File: src/rtl/jts16b_divider_pkg.sv
// Shared constants, register map and FSM states for the jts16b 32-bit signed divider.
package jts16b_divider_pkg;

  localparam int DIV_W = 32;

  localparam logic [2:0] REG_DVD_HI = 3'd0;
  localparam logic [2:0] REG_DVD_LO = 3'd1;
  localparam logic [2:0] REG_DIV_HI = 3'd2;
  localparam logic [2:0] REG_DIV_LO = 3'd3;
  localparam logic [2:0] REG_QUO_HI = 3'd4;
  localparam logic [2:0] REG_QUO_LO = 3'd5;
  localparam logic [2:0] REG_REM_HI = 3'd6;
  localparam logic [2:0] REG_REM_LO = 3'd7;

  typedef enum logic [1:0] {
    ST_IDLE,
    ST_PREP,
    ST_ITER,
    ST_FIX
  } div_state_t;

  // Byte-lane merge for 68000 writes; dsn is active low {UDSn, LDSn}.
  function automatic logic [15:0] lane_merge(input logic [15:0] old_val,
                                             input logic [15:0] new_val,
                                             input logic [1:0]  dsn);
    lane_merge = {dsn[1] ? old_val[15:8] : new_val[15:8],
                  dsn[0] ? old_val[7:0]  : new_val[7:0]};
  endfunction

endpackage

File: src/rtl/jts16b_div_core.sv
// Unsigned restoring divider core: resolves BPC quotient bits per enabled cycle.
module jts16b_div_core
  import jts16b_divider_pkg::*;
#(
  parameter int BPC = 1
) (
  input  logic             clk,
  input  logic             rstn,
  input  logic             cen,
  input  logic             start,
  input  logic [DIV_W-1:0] a,
  input  logic [DIV_W-1:0] b,
  output logic [DIV_W-1:0] q,
  output logic [DIV_W-1:0] r,
  output logic             done
);

  localparam int N     = DIV_W / BPC;
  localparam int CNT_W = 6;

  logic [DIV_W-1:0] q_q, q_d, r_q, r_d, b_q, b_d;
  logic [CNT_W-1:0] cnt_q, cnt_d;
  logic [DIV_W:0]   trial;

  // The quotient register doubles as the dividend shifter; the remainder fills from its MSB.
  always_comb begin
    q_d   = q_q;
    r_d   = r_q;
    b_d   = b_q;
    cnt_d = cnt_q;
    trial = '0;
    if (cen) begin
      if (start) begin
        q_d   = a;
        r_d   = '0;
        b_d   = b;
        cnt_d = CNT_W'(N);
      end else if (cnt_q != '0) begin
        for (int i = 0; i < BPC; i++) begin
          trial = {r_d, q_d[DIV_W-1]};
          q_d   = {q_d[DIV_W-2:0], 1'b0};
          if (trial >= {1'b0, b_q}) begin
            trial  = trial - {1'b0, b_q};
            q_d[0] = 1'b1;
          end
          r_d = trial[DIV_W-1:0];
        end
        cnt_d = cnt_q - CNT_W'(1);
      end
    end
  end

  always_ff @(posedge clk or negedge rstn) begin
    if (!rstn) begin
      q_q   <= '0;
      r_q   <= '0;
      b_q   <= '0;
      cnt_q <= '0;
    end else begin
      q_q   <= q_d;
      r_q   <= r_d;
      b_q   <= b_d;
      cnt_q <= cnt_d;
    end
  end

  assign q    = q_q;
  assign r    = r_q;
  assign done = (cnt_q == CNT_W'(1));

endmodule

File: src/rtl/jts16b_divider.sv
// S16B 315-5249-style signed divider: bus registers, sign handling, saturation and sequencing FSM.
module jts16b_divider
  import jts16b_divider_pkg::*;
#(
  parameter int BPC = 1
) (
  input  logic        clk,
  input  logic        rstn,
  input  logic        cen,
  input  logic        cs,
  input  logic [3:0]  addr,
  input  logic [15:0] din,
  input  logic [1:0]  dsn,
  input  logic        rnw,
  output logic [15:0] dout,
  output logic        busy,
  output logic        ovf
);

  div_state_t state_q, state_d;
  logic [DIV_W-1:0] dividend_q, dividend_d, divisor_q, divisor_d;
  logic [DIV_W-1:0] quot_q, quot_d, rem_q, rem_d, snap_dvd_q, snap_dvd_d;
  logic mode_q, mode_d, ovf_q, ovf_d;
  logic num_neg_q, num_neg_d, den_neg_q, den_neg_d, zero_q, zero_d;
  logic [15:0] dout_q, dout_d;

  logic wr, start, core_start, core_done, q_neg, fix_ovf;
  logic [DIV_W-1:0] div_eff, core_a, core_b, core_q, core_r, fix_q, fix_r;

  // Mode 0 is a 32/16 divide: only the sign-extended low divisor half takes part.
  always_comb begin
    div_eff = mode_q ? divisor_q : {{16{divisor_q[15]}}, divisor_q[15:0]};
    core_a  = dividend_q[DIV_W-1] ? -dividend_q : dividend_q;
    core_b  = div_eff[DIV_W-1] ? -div_eff : div_eff;
  end

  jts16b_div_core #(.BPC(BPC)) u_core (
    .clk   (clk),
    .rstn  (rstn),
    .cen   (cen),
    .start (core_start),
    .a     (core_a),
    .b     (core_b),
    .q     (core_q),
    .r     (core_r),
    .done  (core_done)
  );

  // A positive magnitude of 2^31 in mode 1 only arises from 0x80000000 / -1.
  always_comb begin
    q_neg   = num_neg_q ^ den_neg_q;
    fix_q   = q_neg ? -core_q : core_q;
    fix_r   = num_neg_q ? -core_r : core_r;
    fix_ovf = 1'b0;
    if (zero_q) begin
      fix_q   = snap_dvd_q[DIV_W-1] ? 32'h8000_0000 : 32'h7FFF_FFFF;
      fix_r   = snap_dvd_q;
      fix_ovf = 1'b1;
    end else if (mode_q) begin
      if (!q_neg && core_q[DIV_W-1]) begin
        fix_q   = 32'h7FFF_FFFF;
        fix_ovf = 1'b1;
      end
    end else if (q_neg ? (core_q > 32'd32768) : (core_q > 32'd32767)) begin
      fix_q   = q_neg ? 32'hFFFF_8000 : 32'h0000_7FFF;
      fix_ovf = 1'b1;
    end
  end

  always_comb begin
    state_d    = state_q;
    dividend_d = dividend_q;
    divisor_d  = divisor_q;
    quot_d     = quot_q;
    rem_d      = rem_q;
    snap_dvd_d = snap_dvd_q;
    mode_d     = mode_q;
    ovf_d      = ovf_q;
    num_neg_d  = num_neg_q;
    den_neg_d  = den_neg_q;
    zero_d     = zero_q;
    core_start = 1'b0;
    wr         = cs & ~rnw & cen;
    start      = wr && (addr[2:0] == REG_DIV_LO) && (dsn != 2'b11);

    if (wr) begin
      case (addr[2:0])
        REG_DVD_HI: dividend_d[31:16] = lane_merge(dividend_q[31:16], din, dsn);
        REG_DVD_LO: dividend_d[15:0]  = lane_merge(dividend_q[15:0], din, dsn);
        REG_DIV_HI: divisor_d[31:16]  = lane_merge(divisor_q[31:16], din, dsn);
        REG_DIV_LO: divisor_d[15:0]   = lane_merge(divisor_q[15:0], din, dsn);
        default: ;
      endcase
    end

    case (state_q)
      ST_PREP: if (cen) begin
        core_start = 1'b1;
        num_neg_d  = dividend_q[DIV_W-1];
        den_neg_d  = div_eff[DIV_W-1];
        zero_d     = (div_eff == '0);
        snap_dvd_d = dividend_q;
        state_d    = (div_eff == '0) ? ST_FIX : ST_ITER;
      end
      ST_ITER: if (cen && core_done) state_d = ST_FIX;
      ST_FIX: if (cen) begin
        quot_d  = fix_q;
        rem_d   = fix_r;
        ovf_d   = fix_ovf;
        state_d = ST_IDLE;
      end
      default: ;
    endcase

    // A restart wins over everything, including a result about to be published.
    if (start) begin
      state_d = ST_PREP;
      mode_d  = addr[3];
      quot_d  = quot_q;
      rem_d   = rem_q;
      ovf_d   = ovf_q;
    end

    case (addr[2:0])
      REG_DVD_HI: dout_d = dividend_q[31:16];
      REG_DVD_LO: dout_d = dividend_q[15:0];
      REG_DIV_HI: dout_d = divisor_q[31:16];
      REG_DIV_LO: dout_d = divisor_q[15:0];
      REG_QUO_HI: dout_d = quot_q[31:16];
      REG_QUO_LO: dout_d = quot_q[15:0];
      REG_REM_HI: dout_d = rem_q[31:16];
      default:    dout_d = rem_q[15:0];
    endcase
  end

  always_ff @(posedge clk or negedge rstn) begin
    if (!rstn) begin
      state_q    <= ST_IDLE;
      dividend_q <= '0;
      divisor_q  <= '0;
      quot_q     <= '0;
      rem_q      <= '0;
      snap_dvd_q <= '0;
      mode_q     <= 1'b0;
      ovf_q      <= 1'b0;
      num_neg_q  <= 1'b0;
      den_neg_q  <= 1'b0;
      zero_q     <= 1'b0;
      dout_q     <= '0;
    end else begin
      state_q    <= state_d;
      dividend_q <= dividend_d;
      divisor_q  <= divisor_d;
      quot_q     <= quot_d;
      rem_q      <= rem_d;
      snap_dvd_q <= snap_dvd_d;
      mode_q     <= mode_d;
      ovf_q      <= ovf_d;
      num_neg_q  <= num_neg_d;
      den_neg_q  <= den_neg_d;
      zero_q     <= zero_d;
      dout_q     <= dout_d;
    end
  end

  assign dout = dout_q;
  assign busy = (state_q != ST_IDLE);
  assign ovf  = ovf_q;

endmodule
File: config.mk
export PLATFORM = sky130hd
export DESIGN_NAME = jts16b_divider
export DESIGN_NICKNAME = d
export VERILOG_FILES = /design/src/rtl/jts16b_divider_pkg.sv /design/src/rtl/jts16b_div_core.sv /design/src/rtl/jts16b_divider.sv
export SDC_FILE = /design/constraint.sdc
export NUM_CORES = 1
export LEC_CHECK = 0
export CAP_MARGIN = 25
export CORE_ASPECT_RATIO = 0.6
export CORE_MARGIN = 5
export CORE_UTILIZATION = 42
export CTS_BUF_LIST = sky130_fd_sc_hd__clkbuf_2 sky130_fd_sc_hd__clkbuf_4 sky130_fd_sc_hd__clkbuf_8
export DETAILED_ROUTE_END_ITERATION = 16
export PLACE_DENSITY = 0.65
export SLEW_MARGIN = 20
export SYNTH_ARGS = -nofsm -noshare
export SYNTH_HDL_FRONTEND = slang
export SYNTH_SLANG_ARGS = --single-unit
File: constraint.sdc
create_clock -name clk -period 4.1 [get_ports clk]
set_input_delay 0.82 -clock clk [delete_from_list [all_inputs] [get_ports clk]]
set_output_delay 0.82 -clock clk [all_outputs]
set_load 0.01 [all_outputs]
==> results of run 1 <==
worst min-delay path by stage:
stage,startpoint,to,slack (ps),cells after the start
2_1_floorplan,rem_q[17],rem_q[17],440,2
3_3_place_gp,rem_q[25],rem_q[25],460,2
3_5_place_dp,snap_dvd_q[2],snap_dvd_q[2],460,2
4_1_cts,rstn,u_core.r[9],250,1
5_1_grt,rstn,u_core.r[9],280,1
6_report,rstn,u_core.r[9],240,1
cell usage in the layout (no fill, tap or decap), drive strengths merged, types with 30 or more instances in the layout:
cell / instances
mux2: 66
dfrtp: 284
xor2: 87
clkdlybuf4s50: 40
a21oi: 112
inv: 54
clkbuf: 65
xnor2: 58
o31ai: 30
nor2: 143
nand2: 306
o21ai: 199
buf: 56
ha: 38
mux2i: 48
logic make-up after synthesis:
kind of cell / count (synthesis)
AOI/OAI and AO/OA: 513
xor gates and xnor gates: 145
adders and majority gates: 39
buffers and inverters: 168
DFF: 284
muxes: 121
and+or+nand+nor: 618
state kept, by name (all words and copies together) (netlist names):
name          count
dividend_q       32
divisor_q        32
quot_q           32
rem_q            32
snap_dvd_q       32
u_core.b_q       32
u_core.q         32
u_core.r         32
dout             16
u_core.cnt_q      6
state_q           2
den_neg_q         1
mode_q            1
ovf               1
zero_q            1
layer usage:
layer	GRT usage, %	wire, um
met3	7.91	7730
met1	41.1	27000
met4	4.45	1010
met5	0	23
met2	32.4	21800
layout make-up:
cell class | instances | area share (%)
clock buffers | 65 | 4.37
flip-flops and latches | 284 | 37.6
repair buffers | 96 | 4.74
clock inverters | 14 | 0.430
well taps | 531 | 3.51
inverters | 54 | 1.07
multi-input cells | 1436 | 48.3
power breakdown:
group	internal (mW)	switching [mW]	leakage, nW
Combinational	2.46	3.44	4.16
Clock	1.30	1.24	0.483
Sequential	3.48	0.929	3.76
Total	7.24	5.60	8.40
metrics by stage:
step           area, um^2  util [%]  instances  hold slack, ps
6_report            18900      47.1       2480             241
5_1_grt             18900      47.1       2480             278
4_1_cts             18900      47.1       2480             254
3_5_place_dp        18000      44.8       2401             463
3_3_place_gp        18000      44.8       2401             456
2_1_floorplan       17000         -       1888             445
critical path, delay by kind of cell (launching register included):
kind	cells	cell delay [ps]
AND/OR/NAND/NOR	5	1360
flip-flops	1	480
AO/OA/AOI/OAI	3	600
buffers and inverters	2	410
adder cells (fa/ha/maj)	1	490
multiplexers	1	360
==> results.md, run 1 <==
| Quantity | Value | Unit |
|---|---|---|
| Number of vias after detailed routing | 15006 | - |
| Portion of synthesized cell area occupied by the leading cell type | 41.9 | % |
| Setup slack of the worst register-to-register path | 250 | ps |
| Final TNS setup | 0 | ps |
| Clock root buffer master | clkbuf_8 | - |
| Cell repeated most along the worst path | nand2_1 | - |
| Number of global-route vias before repair | 14282 | - |
| Storage element area | 7110 | um^2 |
| Capturing element type of the critical path | flop | - |
| Post-synthesis sequential area ratio | 41.9 | % |
| Minimum clock period after layout | 3850 | ps |
| Area of the die | 44600 | um^2 |
| Arrival time at the worst endpoint | 4330 | ps |
| Maximum number of pins on one net before global-route repair | 99 | - |
| Count of routing violations after the opening detailed-route iteration | 1855 | - |
| Number of instances in the synthesized netlist | 1888 | - |
| Clock-pin slew of the registers on the worst-case setup and hold paths | 70 | ps |
| Post-Place Worst Slack | 483 | ps |
| Number of design rule violations left after detail routing | 0 | - |
| Ranking of synthesized cells by instance count | 306 x nand2_1, 284 x dfrtp_1, 197 x o21ai_0 | - |
| Filler Cells Inserted | 3814 | - |
| Cell depth of the worst flop-to-flop path | 12 | - |
| Top cells by area, synth | dfrtp_1 42%, nand2_1 6.8%, o21ai_0 5.8% | - |
| Die Span Y | 166 | um |
| Detail Route Antenna Nets | 0 | - |
| Static leakage power | 8.40 | nW |
| Kind of path behind the tightest hold check | in2async | - |
| Unrepaired setup endpoints after global routing | false | - |
| Ordered cell list for the critical path | ha_1 > nand2_1 > nor3_1 > nor2b_1 > nand3_1 > o21ai_0 > a211oi_1 > buf_4 > nand2_1 > buf_12 > mux2_2 > o22ai_1 | - |
| Remaining global-route overflow | 0 | - |
| Global-route total usage across every layer | 25.2 | % |
| Number of setup buffers added after CTS | 0 | - |
| Highest ir drop seen on vdd | 0.346 | mV |
| Required @ worst endpoint | 4580 | ps |
| Skew-Pair Late Insertion Delay | 600 | ps |
| Max-cap violation count | 0 | - |
| Avg Inst Size Synth | 8.98 | um^2 |
| Final Hold Vio Count | 0 | - |
| Net count reported at finish | 1982 | - |
| Mux share of post-synthesis cell area | 8.15 | % |
| Core area | 40200 | um^2 |
| EDFF count, synth | 0 | - |
| Area of the multi-input gates | 9130 | um^2 |
| Share of layout cells above drive strength 1 | 12.0 | % |
| Final period utilization | 93.9 | % |
| Number of top-level pins | 45 | - |
| Floorplan die width | 269 | um |
| Number of antenna violations at the first check in global routing | 3 | - |
| Final setup violation count | 0 | - |
| Post-cts resize count | 0 | - |
| Worst relative slew slack | 25.9 | % |
| Overall power | 12.8 | mW |
| Post-Route Skew | 31.7 | ps |
| GPL Wtd Cong | 0.983 | - |
| Initial core utilization | 42.2 | % |
| Power per Cell Area | 679 | nW/um^2 |
| Most area-hungry cell type in the Yosys netlist | dfrtp_1 | - |
| Async S/R FF share, synth | 100 | % |
| Capturing element of the worst setup path | u_core.r[0] | - |
| Row cnt | 57 | - |
| TritonCTS clock tree | yes | - |
| Sum of routed wire length over all layers | 57.6 | mm |
| Final setup slack of the worst path | 250 | ps |
| Slew at the pin with the worst max-slew slack | 1110 | ps |
| CP max-delay cell | ha_1 | - |
| #FFs+latches synth | 284 | - |
| Element type at the critical path start | flop | - |
| Max Clk Rate | 260 | MHz |
| Clock tree buffer depth | 3 | - |
| Main combinational cell family by area after synthesis | compound AO/OA/AOI/OAI gates | - |
| Per-cell via count in the routed design | 6.05 | - |
| Cell variety after synth | 78 | - |
| Synthesized area | 17000 | um^2 |
| Worst r2r src | u_core.r[23] | - |
| Ys Warns | 0 | - |
| Number of H-tree levels | 2 | - |
| Endpoint of the most critical register-to-register path | u_core.r[0] | - |
| Total inserted antenna cells | 0 | - |
| Crit Path Category | reg2reg | - |
| Routed len/inst | 23.2 | um |
| Area share of and/or/nand/nor cells after synthesis | 16.3 | % |
| Post-detailed-placement half-perimeter wirelength | 42.2 | mm |
| Share of synthesized cell area in full adder, half adder and majority cells | 2.92 | % |
| Clock Sinks | 284 | - |
| Worst setup startpoint | u_core.r[23] | - |
| Signed area change from the synthesized netlist to the final layout | 11.5 | % |
| Clock buffers created by TritonCTS | 44 | - |
| Synth Net Count | 1954 | - |
| Fin. max-slew vios | 0 | - |
| Most numerous cell in the Yosys netlist | nand2_1 | - |
| Status | finished clean | - |
| First-pass GRT wire length | 88.9 | mm |
| Delay of the slowest critical-path stage | 490 | ps |
| Cts-stage hold buffer count | 0 | - |
| Port Buf Inserts | 44 | - |
| Top fanout value on the critical path | 25 | - |
| Top flip-flop cell by instance count after synthesis | dfrtp_1 | - |
| Number of iterations in the first detailed-routing pass | 8 | - |
| Share of the synthesized area in compound gates (AO/OA/AOI/OAI) | 18.8 | % |
| Post-Synth XOR/XNOR Area | 7.49 | % |
Power figures use the tool's default switching activity.
==> inputs of run 2 (changes only) <==
--- a/config.mk
+++ b/config.mk
@@ -8,10 +8,10 @@
 export CAP_MARGIN = 25
 export CORE_ASPECT_RATIO = 0.6
 export CORE_MARGIN = 5
-export CORE_UTILIZATION = 42
+export CORE_UTILIZATION = 50
 export CTS_BUF_LIST = sky130_fd_sc_hd__clkbuf_2 sky130_fd_sc_hd__clkbuf_4 sky130_fd_sc_hd__clkbuf_8
 export DETAILED_ROUTE_END_ITERATION = 16
-export PLACE_DENSITY = 0.65
+export PLACE_DENSITY = 0.74
 export SLEW_MARGIN = 20
 export SYNTH_ARGS = -nofsm -noshare
 export SYNTH_HDL_FRONTEND = slang
==> run 2 against run 1 <==
  * Sequential share of layout area increased by 0.29 points
  * Combinational power shrank 0.7%
  * Clock power barely moved
  * Critical path depth is 1 higher
  * Critical endpoint is now u_core.r[28]
  * Worst setup slack better by 23 ps
  * Flip-flop and latch count did not move
  * Power decreased by 0.51%
  * Register-to-register slack gained 20 ps
  * Maximum frequency increased by 0.61%
  * Final area is 0.76% lower
  * Wire length is 4.4% lower
==> results.md, run 2 (synthesized netlist as in run 1, its figures left out) <==
| Quantity | Value | Unit | Change |
|---|---|---|---|
| Number of cells in the finished layout apart from fillers | 2398 | - | was 2480 |
| Final cell area excluding filler cells | 18800 | um^2 | was 18900 um^2 |
| Placed Instance Area | 17900 | um^2 | was 18000 um^2 |
| Core area | 33600 | um^2 | was 40200 um^2 |
| Crit Path Category | reg2reg | - | unchanged |
| Post-detailed-placement half-perimeter wirelength | 40.2 | mm | was 42.2 mm |
| Unrepaired setup endpoints after global routing | false | - | unchanged |
| Number of iterations in the first detailed-routing pass | 7 | - | was 8 |
| TritonCTS clock tree | yes | - | unchanged |
| Cell total after placement | 2323 | - | was 2401 |
| CP max-delay cell | a2111o_1 | - | was ha_1 |
| Count of routing violations after the opening detailed-route iteration | 2083 | - | was 1855 |
| Commonest non-fill, non-tap cells in the layout | 304 x nand2_1, 282 x dfrtp_1, 197 x o21ai_0, 142 x nor2_1, 111 x a21oi_1 | - | was 304 x nand2_1, 283 x dfrtp_1, 197 x o21ai_0, 142 x nor2_1, 112 x a21oi_1 |
| CP top delay family | compound AO/OA/AOI/OAI gates | - | was simple AND/OR/NAND/NOR gates |
| Max-cap violation count | 0 | - | unchanged |
| Share of layout cells above drive strength 1 | 11.7 | % | was 12.0% |
| Clock tree buffer depth | 3 | - | unchanged |
| Clock buffers created by TritonCTS | 42 | - | was 44 |
| Status | finished clean | - | unchanged |
| Cts-stage hold buffer count | 0 | - | unchanged |
| Maximum number of pins on one net before global-route repair | 99 | - | unchanged |
| Port Buf Inserts | 44 | - | unchanged |
| Sum of routed wire length over all layers | 55.0 | mm | was 57.6 mm |
| Row cnt | 52 | - | was 57 |
| Kind of path behind the tightest hold check | in2async | - | unchanged |
| Worst hold slack across all endpoints | 215 | ps | was 241 ps |
| Number of H-tree levels | 2 | - | unchanged |
| Final setup slack of the worst path | 273 | ps | was 250 ps |
| Final period utilization | 93.3 | % | was 93.9% |
| Slew at the pin with the worst max-slew slack | 1270 | ps | was 1110 ps |
| Commonest non-fill, non-tap cell in the layout | nand2_1 | - | unchanged |
| Signed area change from the synthesized netlist to the final layout | 10.7 | % | was 11.5% |
| Number of global-route vias before repair | 13989 | - | was 14282 |
| Cell depth of the worst flop-to-flop path | 13 | - | was 12 |
| Buf/Inv on CP | 2 | - | unchanged |
| Post-Route Skew | 28.9 | ps | was 31.7 ps |
| Net count reported at finish | 1974 | - | was 1982 |
| Final setup violation count | 0 | - | unchanged |
| Internal power component | 7.25 | mW | was 7.24 mW |
| Minimum clock period after layout | 3830 | ps | was 3850 ps |
| Logic pwr share | 45.8 | % | was 45.9% |
| Top fanout value on the critical path | 5 | - | was 25 |
| Switching power | 5.53 | mW | was 5.60 mW |
| Number of design rule violations left after detail routing | 0 | - | unchanged |
| Worst relative slew slack | 15.0 | % | was 25.9% |
| Element type at the critical path start | flop | - | unchanged |
| Relative contribution of the clock network to total power | 19.5 | % | was 19.7% |
| Die Span Y | 153 | um | was 166 um |
| Ordered cell list for the critical path | inv_1 > ha_1 > inv_1 > fa_1 > a21o_1 > a221oi_2 > o21ai_0 > a31o_2 > a2111o_1 > and4_1 > a311oi_1 > xor2_1 > o21ai_0 | - | was ha_1 > nand2_1 > nor3_1 > nor2b_1 > nand3_1 > o21ai_0 > a211oi_1 > buf_4 > nand2_1 > buf_12 > mux2_2 > o22ai_1 |
| Number of top-level pins | 45 | - | unchanged |
| Flop pwr share | 34.7 | % | was 34.4% |
| Endpoint of the most critical register-to-register path | u_core.r[28] | - | was u_core.r[0] |
| Initial core utilization | 50.5 | % | was 42.2% |
| Area of the die | 37800 | um^2 | was 44600 um^2 |
| Required @ worst endpoint | 4570 | ps | was 4580 ps |
| Worst r2r src | u_core.q[31] | - | was u_core.r[23] |
| Clock-pin slew of the registers on the worst-case setup and hold paths | 70 | ps | about the same |
| Number of vias after detailed routing | 15043 | - | was 15006 |
| Arrival time at the worst endpoint | 4300 | ps | was 4330 ps |
| Clock Sinks | 284 | - | unchanged |
| Static leakage power | 8.37 | nW | was 8.40 nW |
| Per-cell via count in the routed design | 6.27 | - | was 6.05 |
| Number of setup buffers added after CTS | 0 | - | unchanged |
| Routed len/inst | 23.0 | um | was 23.2 um |
| Delay of the slowest critical-path stage | 470 | ps | was 490 ps |
| Skew-Pair Late Insertion Delay | 600 | ps | about the same |
| Final TNS setup | 0 | ps | unchanged |
| Max Clk Rate | 261 | MHz | was 260 MHz |
| Highest ir drop seen on vdd | 0.377 | mV | was 0.346 mV |
| GPL Wtd Cong | 0.980 | - | was 0.983 |
| Remaining global-route overflow | 0 | - | unchanged |
| Final Hold Vio Count | 0 | - | unchanged |
| Clock root buffer master | clkbuf_8 | - | unchanged |
| Setup slack of the worst register-to-register path | 270 | ps | was 250 ps |
| Power per Cell Area | 681 | nW/um^2 | was 679 nW/um^2 |
| First-pass GRT wire length | 83.8 | mm | was 88.9 mm |
| Total inserted antenna cells | 0 | - | unchanged |
| Overall power | 12.8 | mW | about the same |
| Global-route total usage across every layer | 28.5 | % | was 25.2% |
| Number of antenna violations at the first check in global routing | 2 | - | was 3 |
| Core Util, Final | 55.9 | % | was 47.1% |
| Switching portion of total power | 43.3 | % | was 43.6% |
| Post-Place Worst Slack | 360 | ps | was 483 ps |
| Detail Route Antenna Nets | 0 | - | unchanged |
| Capturing element type of the critical path | flop | - | unchanged |
| Fin. max-slew vios | 0 | - | unchanged |
| Floorplan die width | 248 | um | was 269 um |
[run 2: changes by cell type in the layout (fill, tap and decap cells not counted), moves of 3 or more]
cell / change
clkinvlp_4: -3
buf_4: -6
clkinv_2: -5
clkbuf_4: +5
[run 2: area by class of cell]
cell class | count | area, um^2
fill | 2961 | 14800
timing repair buffer | 90 | 851
clock buffer | 70 | 863
tap | 459 | 574
clock inverter | 5 | 25.0
sequential | 284 | 7110
inverter | 54 | 203
multi-input combinational | 1436 | 9140
[run 2: how the worst max path moves through the flow]
stage,slack (ps),end,cells after the start,startpoint
2_1_floorplan,920,u_core.r[28],13,u_core.q[31]
3_3_place_gp,350,u_core.r[28],13,u_core.q[31]
3_5_place_dp,360,u_core.r[28],13,u_core.q[31]
4_1_cts,340,u_core.r[28],13,u_core.q[31]
5_1_grt,130,u_core.r[28],13,u_core.q[31]
6_report,270,u_core.r[28],13,u_core.q[31]
[run 2: power by group through the flow]
stage               Combinational [mW]  Clock, mW  Sequential [mW]
floorplan                         4.22          0             4.07
global placement                  5.57          0             4.39
detailed placement                5.68          0             4.43
CTS                               5.72       2.51             4.38
global route                      6.44       2.64             4.51
finish                            5.85       2.50             4.43
[run 2: repair_timing]
| action | CTS | global route |
|---|---|---|
| endpoints found under the hold margin | 0 | 0 |
| gates resized for setup | 0 | 1 |
| setup endpoints to repair | 0 | 9 |
[run 2: layer usage]
layer / vias to the layer above / global-route usage [%] / wire, um
li1: 6720 / - / -
met1: 7364 / 43.4 / 24400
met2: 863 / 36.4 / 21200
met3: 92 / 14.2 / 8490
met4: 4 / 5.39 / 945
met5: - / 0 / 15
